`config.mk`:
```
export PLATFORM = sky130hd
export DESIGN_NAME = time_entry_controller
export DESIGN_NICKNAME = d
export VERILOG_FILES = /design/src/rtl/time_entry_controller.sv
export SDC_FILE = /design/constraint.sdc
export NUM_CORES = 1
export LEC_CHECK = 0
export ABC_CLOCK_PERIOD_IN_PS = 4700
export BUFFER_PORTS_ARGS = -buffer_cell sky130_fd_sc_hd__buf_4
export CORE_MARGIN = 3
export CORE_UTILIZATION = 45
export CTS_CLUSTER_SIZE = 8
export DETAILED_ROUTE_END_ITERATION = 16
export PLACE_DENSITY = 0.67
export SYNTH_ARGS = -nofsm -noshare
export SYNTH_HDL_FRONTEND = slang
export SYNTH_SLANG_ARGS = --single-unit
```
`constraint.sdc`:
```
create_clock -name clock -period 4.7 [get_ports clock]
set_input_delay 0.705 -clock clock [delete_from_list [all_inputs] [get_ports clock]]
set_output_delay 0.705 -clock clock [all_outputs]
set_load 0.1 [all_outputs]
```
`src/rtl/time_entry_controller.sv`:
```
// HH:MM time entry sequencer for the alarm clock.
// Accepts single-cycle press pulses from the edge-detect stage, steps the
// cursor through H1,H0,M1,M0 and a confirm position, validates each digit,
// and issues a one-cycle commit to either the clock or the alarm register.
//
// Handshake: there is no valid/ready; every input bit is a one-cycle pulse
// that is consumed on the rising edge where it is high, and every output
// (including the strobes) is registered, so the response to a pulse is
// visible one edge later. Strobes are single-cycle and never back-pressured.
module time_entry_controller #(
  parameter int TIMEOUT_CYCLES = 100_000_000
) (
  input  logic        clock,
  input  logic        reset_n,
  input  logic [15:0] keyboard_down,
  input  logic [4:0]  button_down,
  output logic        entry_active,
  output logic        entry_target,
  output logic [2:0]  cursor,
  output logic [15:0] entry_digits,
  output logic        commit_clock,
  output logic        commit_alarm,
  output logic [15:0] commit_value,
  output logic        error,
  output logic        timeout,
  output logic [1:0]  debug_state
);

  localparam int CW = $clog2(TIMEOUT_CYCLES);
  localparam logic [CW-1:0] CNT_MAX = CW'(TIMEOUT_CYCLES - 1);

  typedef enum logic [1:0] {
    S_IDLE    = 2'd0,
    S_DIG     = 2'd1,
    S_CONFIRM = 2'd2
  } state_t;

  state_t        state, state_n;
  logic [CW-1:0] cnt, cnt_n;
  logic [2:0]    cursor_n;
  logic [15:0]   digits_n, value_n;
  logic          target_n, cc_n, ca_n, err_n, to_n;
  logic [12:0]   kb;
  logic          key_event, digit_ok, any_button;
  logic [3:0]    key_code;
  logic          unused_inputs;

  // Reserved key and button bits carry no meaning here.
  assign unused_inputs = ^{keyboard_down[15:13], button_down[4:2]};

  assign entry_active = (state != S_IDLE);
  assign debug_state  = state;
  assign any_button   = button_down[0] | button_down[1];

  // Write one BCD nibble; position 0 is H1 in the top nibble.
  function automatic logic [15:0] put_nibble(input logic [15:0] v,
                                             input logic [2:0] pos,
                                             input logic [3:0] n);
    logic [15:0] r;
    r = v;
    case (pos)
      3'd0:    r[15:12] = n;
      3'd1:    r[11:8]  = n;
      3'd2:    r[7:4]   = n;
      3'd3:    r[3:0]   = n;
      default: r = v;
    endcase
    return r;
  endfunction

  // Decode the keyboard: exactly one of the 13 live bits is a key event.
  always_comb begin
    kb        = keyboard_down[12:0];
    key_event = (kb != 13'd0) && ((kb & (kb - 13'd1)) == 13'd0);
    key_code  = 4'd0;
    for (int i = 0; i < 13; i++) begin
      if (kb[i]) key_code = 4'(i);
    end
  end

  // Digit range check for the position under the cursor (hours cap at 23).
  always_comb begin
    digit_ok = 1'b0;
    case (cursor)
      3'd0:    digit_ok = (key_code <= 4'd2);
      3'd1:    digit_ok = (entry_digits[15:12] == 4'd2) ? (key_code <= 4'd3) : 1'b1;
      3'd2:    digit_ok = (key_code <= 4'd5);
      3'd3:    digit_ok = 1'b1;
      default: digit_ok = 1'b0;
    endcase
  end

  // Next-state and next-output logic; buttons outrank keys, events outrank timeout.
  always_comb begin
    state_n  = state;
    cursor_n = cursor;
    digits_n = entry_digits;
    target_n = entry_target;
    value_n  = commit_value;
    cc_n     = 1'b0;
    ca_n     = 1'b0;
    err_n    = 1'b0;
    to_n     = 1'b0;
    cnt_n    = (state == S_IDLE) ? '0 : cnt + 1'b1;

    if (any_button) begin
      state_n  = S_DIG;
      target_n = ~button_down[0];
      cursor_n = 3'd0;
      digits_n = 16'd0;
      cnt_n    = '0;
    end else if (state != S_IDLE && key_event) begin
      cnt_n = '0;
      if (key_code <= 4'd9) begin
        if (state == S_CONFIRM || !digit_ok) begin
          err_n = 1'b1;
        end else begin
          digits_n = put_nibble(entry_digits, cursor, key_code);
          cursor_n = cursor + 3'd1;
          if (cursor == 3'd3) state_n = S_CONFIRM;
        end
      end else if (key_code == 4'd10) begin
        if (cursor != 3'd0) begin
          cursor_n = cursor - 3'd1;
          digits_n = put_nibble(entry_digits, cursor - 3'd1, 4'd0);
          state_n  = S_DIG;
        end
      end else if (key_code == 4'd11) begin
        state_n  = S_IDLE;
        cursor_n = 3'd0;
        digits_n = 16'd0;
      end else begin
        if (state == S_CONFIRM) begin
          value_n  = entry_digits;
          cc_n     = ~entry_target;
          ca_n     = entry_target;
          state_n  = S_IDLE;
          cursor_n = 3'd0;
          digits_n = 16'd0;
        end else begin
          err_n = 1'b1;
        end
      end
    end else if (state != S_IDLE && cnt == CNT_MAX) begin
      to_n     = 1'b1;
      state_n  = S_IDLE;
      cursor_n = 3'd0;
      digits_n = 16'd0;
      cnt_n    = '0;
    end
  end

  // State and output registers with asynchronous active-low reset.
  always_ff @(posedge clock or negedge reset_n) begin
    if (!reset_n) begin
      state        <= S_IDLE;
      cnt          <= '0;
      cursor       <= 3'd0;
      entry_digits <= 16'd0;
      entry_target <= 1'b0;
      commit_value <= 16'd0;
      commit_clock <= 1'b0;
      commit_alarm <= 1'b0;
      error        <= 1'b0;
      timeout      <= 1'b0;
    end else begin
      state        <= state_n;
      cnt          <= cnt_n;
      cursor       <= cursor_n;
      entry_digits <= digits_n;
      entry_target <= target_n;
      commit_value <= value_n;
      commit_clock <= cc_n;
      commit_alarm <= ca_n;
      error        <= err_n;
      timeout      <= to_n;
    end
  end

endmodule

```
==> results by group <==
Final layout
  – Area overhead of the layout relative to synthesis: 19.3%
  – Leading cell types in the layout, fill and taps excluded: sky130_fd_sc_hd__dfrtp_1, sky130_fd_sc_hd__buf_4, sky130_fd_sc_hd__nor2_1
  – Count of filler cells inserted in the layout: 714
  – Count of nets after finishing: 439
  – Antenna Cells: 0
  – Share of post-route cells with drive strength above 1: 22.0%
  – Footprint of the multi-input gates: 1790 µm²
  – Most common cell after layout, fill and taps aside: sky130_fd_sc_hd__dfrtp_1
  – Sequential cell area: 1730 µm²

STA
  – Setup_tns: 0 ns
  – Hold Vio Cnt, Final: 0
  – Unrepaired setup endpoints after global routing: false
  – Smallest setup slack after layout: 1.68 ns
  – Maximum clock frequency: 331 MHz
  – Transition time at the pin with the least slew margin: 0.858 ns
  – Post-route clock period utilization: 64.2%
  – Slew margin rel.: 42.7%
  – Worst Skew: 0.0118 ns
  – Number of endpoints failing setup at the final stage: 0
  – Final critical path time including I/O delays and setup: 3.02 ns
  – Number of slew-limit violations in the final report: 0

Yosys
  – Total of flip-flops plus latches after synthesis: 69
  – Cell area after synthesis: 3600 µm²
  – Post-Synthesis Mean Instance Area: 10.4 µm²
  – Number of flops mapped to enable cells by yosys: 0
  – Sequential area share after synthesis: 47.9%
  – Count of unique library cells instantiated by Yosys: 54
  – Number of standard cells after synthesis: 348
  – Number of nets produced by synthesis: 379
  – Share of flip-flops with an asynchronous set or reset: 100%
  – Primary FF master, synth: sky130_fd_sc_hd__dfrtp_1
  – Yosys synthesis warning count: 0

Setup path
  – CP bufs+invs: 1
  – Type of element launching the critical path: input pin
  – Data arrival time at the worst-slack endpoint: 3.30 ns
  – Start point of the critical path: keyboard_down[3]
  – CP max-delay cell: sky130_fd_sc_hd__nor3_1
  – Kind of cell adding the most delay to the critical path: simple AND/OR/NAND/NOR gates
  – CP max FO: 11
  – Critical setup path kind: in2reg
  – Sequence of cells on the critical path: buf_4, nor4_4, nand2_1, a2111oi_2, o211a_1, nand2_1, nor3_1, mux2_1
  – Most common cell type on the critical path: sky130_fd_sc_hd__nand2_1
  – Critical Path RT: 4.98 ns
  – Slowest Stage Delay on Critical Path: 0.53 ns
  – Worst reg-to-reg setup slack: 1.76 ns
  – Worst flop-to-flop path startpoint: debug_state[1]
  – Worst Setup End Kind: flop

CTS
  – Worst-Skew Late Latency: 0.35 ns
  – Hold bufs inserted after CTS: 0
  – # H-tree levels: 3
  – Post-cts gate resize count: 0
  – Clock tree from TritonCTS: yes
  – CTS clock-pin slew for the worst setup and hold paths: 0.08 ns
  – Post-CTS setup buffer count: 0
  – Max clock buf depth: 2
  – Number of clock sinks seen by CTS: 69
  – Cell at the root of the clock tree: sky130_fd_sc_hd__clkbuf_8
  – CTS Buf Count: 9

Drt
  – Routed wire length: 7990 µm
  – Post-DRT Antenna Nets: 0
  – DR vias: 2,795
  – Iteration-0 DRC count of the detailed router: 117
  – Number of optimization iterations in the first detailed-route pass: 4
  – Post-detailed-route wirelength per cell: 15.5 µm
  – Average vias per placed instance: 5.43
  – Number of design rule violations left after detail routing: 0

Placement
  – Number of input and output port buffers inserted: 59
  – Post-detailed-placement half-perimeter wirelength: 5700 µm
  – Routability Congestion: 0.913
  – Pre-CTS setup slack: 1.32 ns

GRT
  – Overall global routing resource usage: 18.9%
  – Maximum number of pins on one net before global-route repair: 70
  – GR Overflow Total: 0
  – Antenna violations before repair: 0
  – Number of global-route vias before repair: 2,758
  – First-pass GRT wire length: 13,300 µm

Floorplan
  – Effective utilization at floorplan: 46.4%
  – Number of top-level design ports: 66
  – Die Ht: 95.5 µm
  – Placeable core area: 7770 µm²
  – Die Wd: 95.5 µm
  – Die footprint: 9120 µm²
  – Standard-cell row count: 32

Job
  – Max-Cap Viols: 0

Pwr
  – Lkg Pwr: 2.05 nW
  – Power density over the cells: 259 nW/µm²
  – Maximum vdd ir drop: 0.137 mV

Worst hold path
  – Min-delay worst type: in2async

Outcome
  – Status: finished clean
-- sequential cells by signal, indices dropped and copies added, names as in the netlist, 2 cells and up --
register      flops
entry_digits     16
commit_value     16
debug_state       2
cnt              27
cursor            3
-- metrics by stage --
| stage | util (%) | power (mW) | instances | hold slack (ns) | instance area (µm²) |
|---|---|---|---|---|---|
| finish | 55.4 | 1.11 | 515 | 0.453 | 4300 |
| global route | 55.4 | 1.17 | 515 | 0.496 | 4300 |
| CTS | 55.4 | 1.13 | 515 | 0.482 | 4300 |
| detailed placement | 53.1 | 0.691 | 499 | 0.479 | 4120 |
| global placement | 53.1 | 0.690 | 499 | 0.465 | 4120 |
| floorplan | - | 0.653 | 348 | 0.409 | 3600 |
-- layer usage --
layer	track usage, %	routed length, µm	up-vias
met3	6.63	408	12
met4	6.04	121	0
met1	24.2	3590	1352
li1	-	-	1363
met5	0	0	-
met2	29.9	3870	68
-- cells by family (layout without fill, tap and decap cells) --
| kind of cell | Yosys count | after routing | share of synthesized area, % |
|---|---|---|---|
| AO/OA/AOI/OAI | 56 | 56 | 11.0 |
| XOR/XNOR | 26 | 26 | 6.32 |
| adder cells (fa/ha/maj) | 8 | 8 | 2.78 |
| buffers and inverters | 21 | 86 | 2.57 |
| flip-flops | 69 | 69 | 47.9 |
| multiplexers | 32 | 32 | 10.0 |
| AND/OR/NAND/NOR | 136 | 136 | 19.4 |
-- final cells by class --
cell class,instances,share of cell area (%)
repair buffers,59,10.3
inverters,11,0.960
flip-flops and latches,69,40.1
clock inverters,5,0.844
well taps,102,2.97
multi-input cells,258,41.5
clock buffers,11,3.29
-- report_power, final --
part           internal (mW)  switching, mW
sequential             0.595        0.00187
clock                  0.206          0.230
combinational         0.0238         0.0585
-- cells in the mapped netlist, types with 3 or more instances --
cell                       count  share of area, %
sky130_fd_sc_hd__dfrtp_1      69                48
sky130_fd_sc_hd__nor2_1       45               4.7
sky130_fd_sc_hd__nand2_1      25               2.6
sky130_fd_sc_hd__mux2_1       23               7.2
sky130_fd_sc_hd__nand3_1      20               2.8
sky130_fd_sc_hd__a21oi_1      17               2.4
sky130_fd_sc_hd__xor2_1       16               3.9
sky130_fd_sc_hd__inv_1        11               1.1
sky130_fd_sc_hd__nor3_1       11               1.5
sky130_fd_sc_hd__xnor2_1      10               2.4
sky130_fd_sc_hd__mux2_2        9               2.8
sky130_fd_sc_hd__ha_1          8               2.8
sky130_fd_sc_hd__o21ai_0       8               1.1
sky130_fd_sc_hd__and3_1        7               1.2
sky130_fd_sc_hd__nand4_1       7               1.2
sky130_fd_sc_hd__clkbuf_1      6              0.62
sky130_fd_sc_hd__a31oi_1       4              0.69
sky130_fd_sc_hd__nor4_1        4              0.69
sky130_fd_sc_hd__o21ai_1       3              0.42
-- path summary, 6_finish.rpt --
| path | end | cells after the start |
|---|---|---|
| min | cnt[5] | 1 |
| max reg2reg | entry_digits[2] | 7 |
| max in group asynchronous | entry_digits[5] | 1 |
| max | entry_digits[2] | 8 |
| min reg2reg | cnt[0] | 1 |
| min in group clock | cnt[0] | 1 |
No activity file was read; power rests on OpenSTA's default activity.
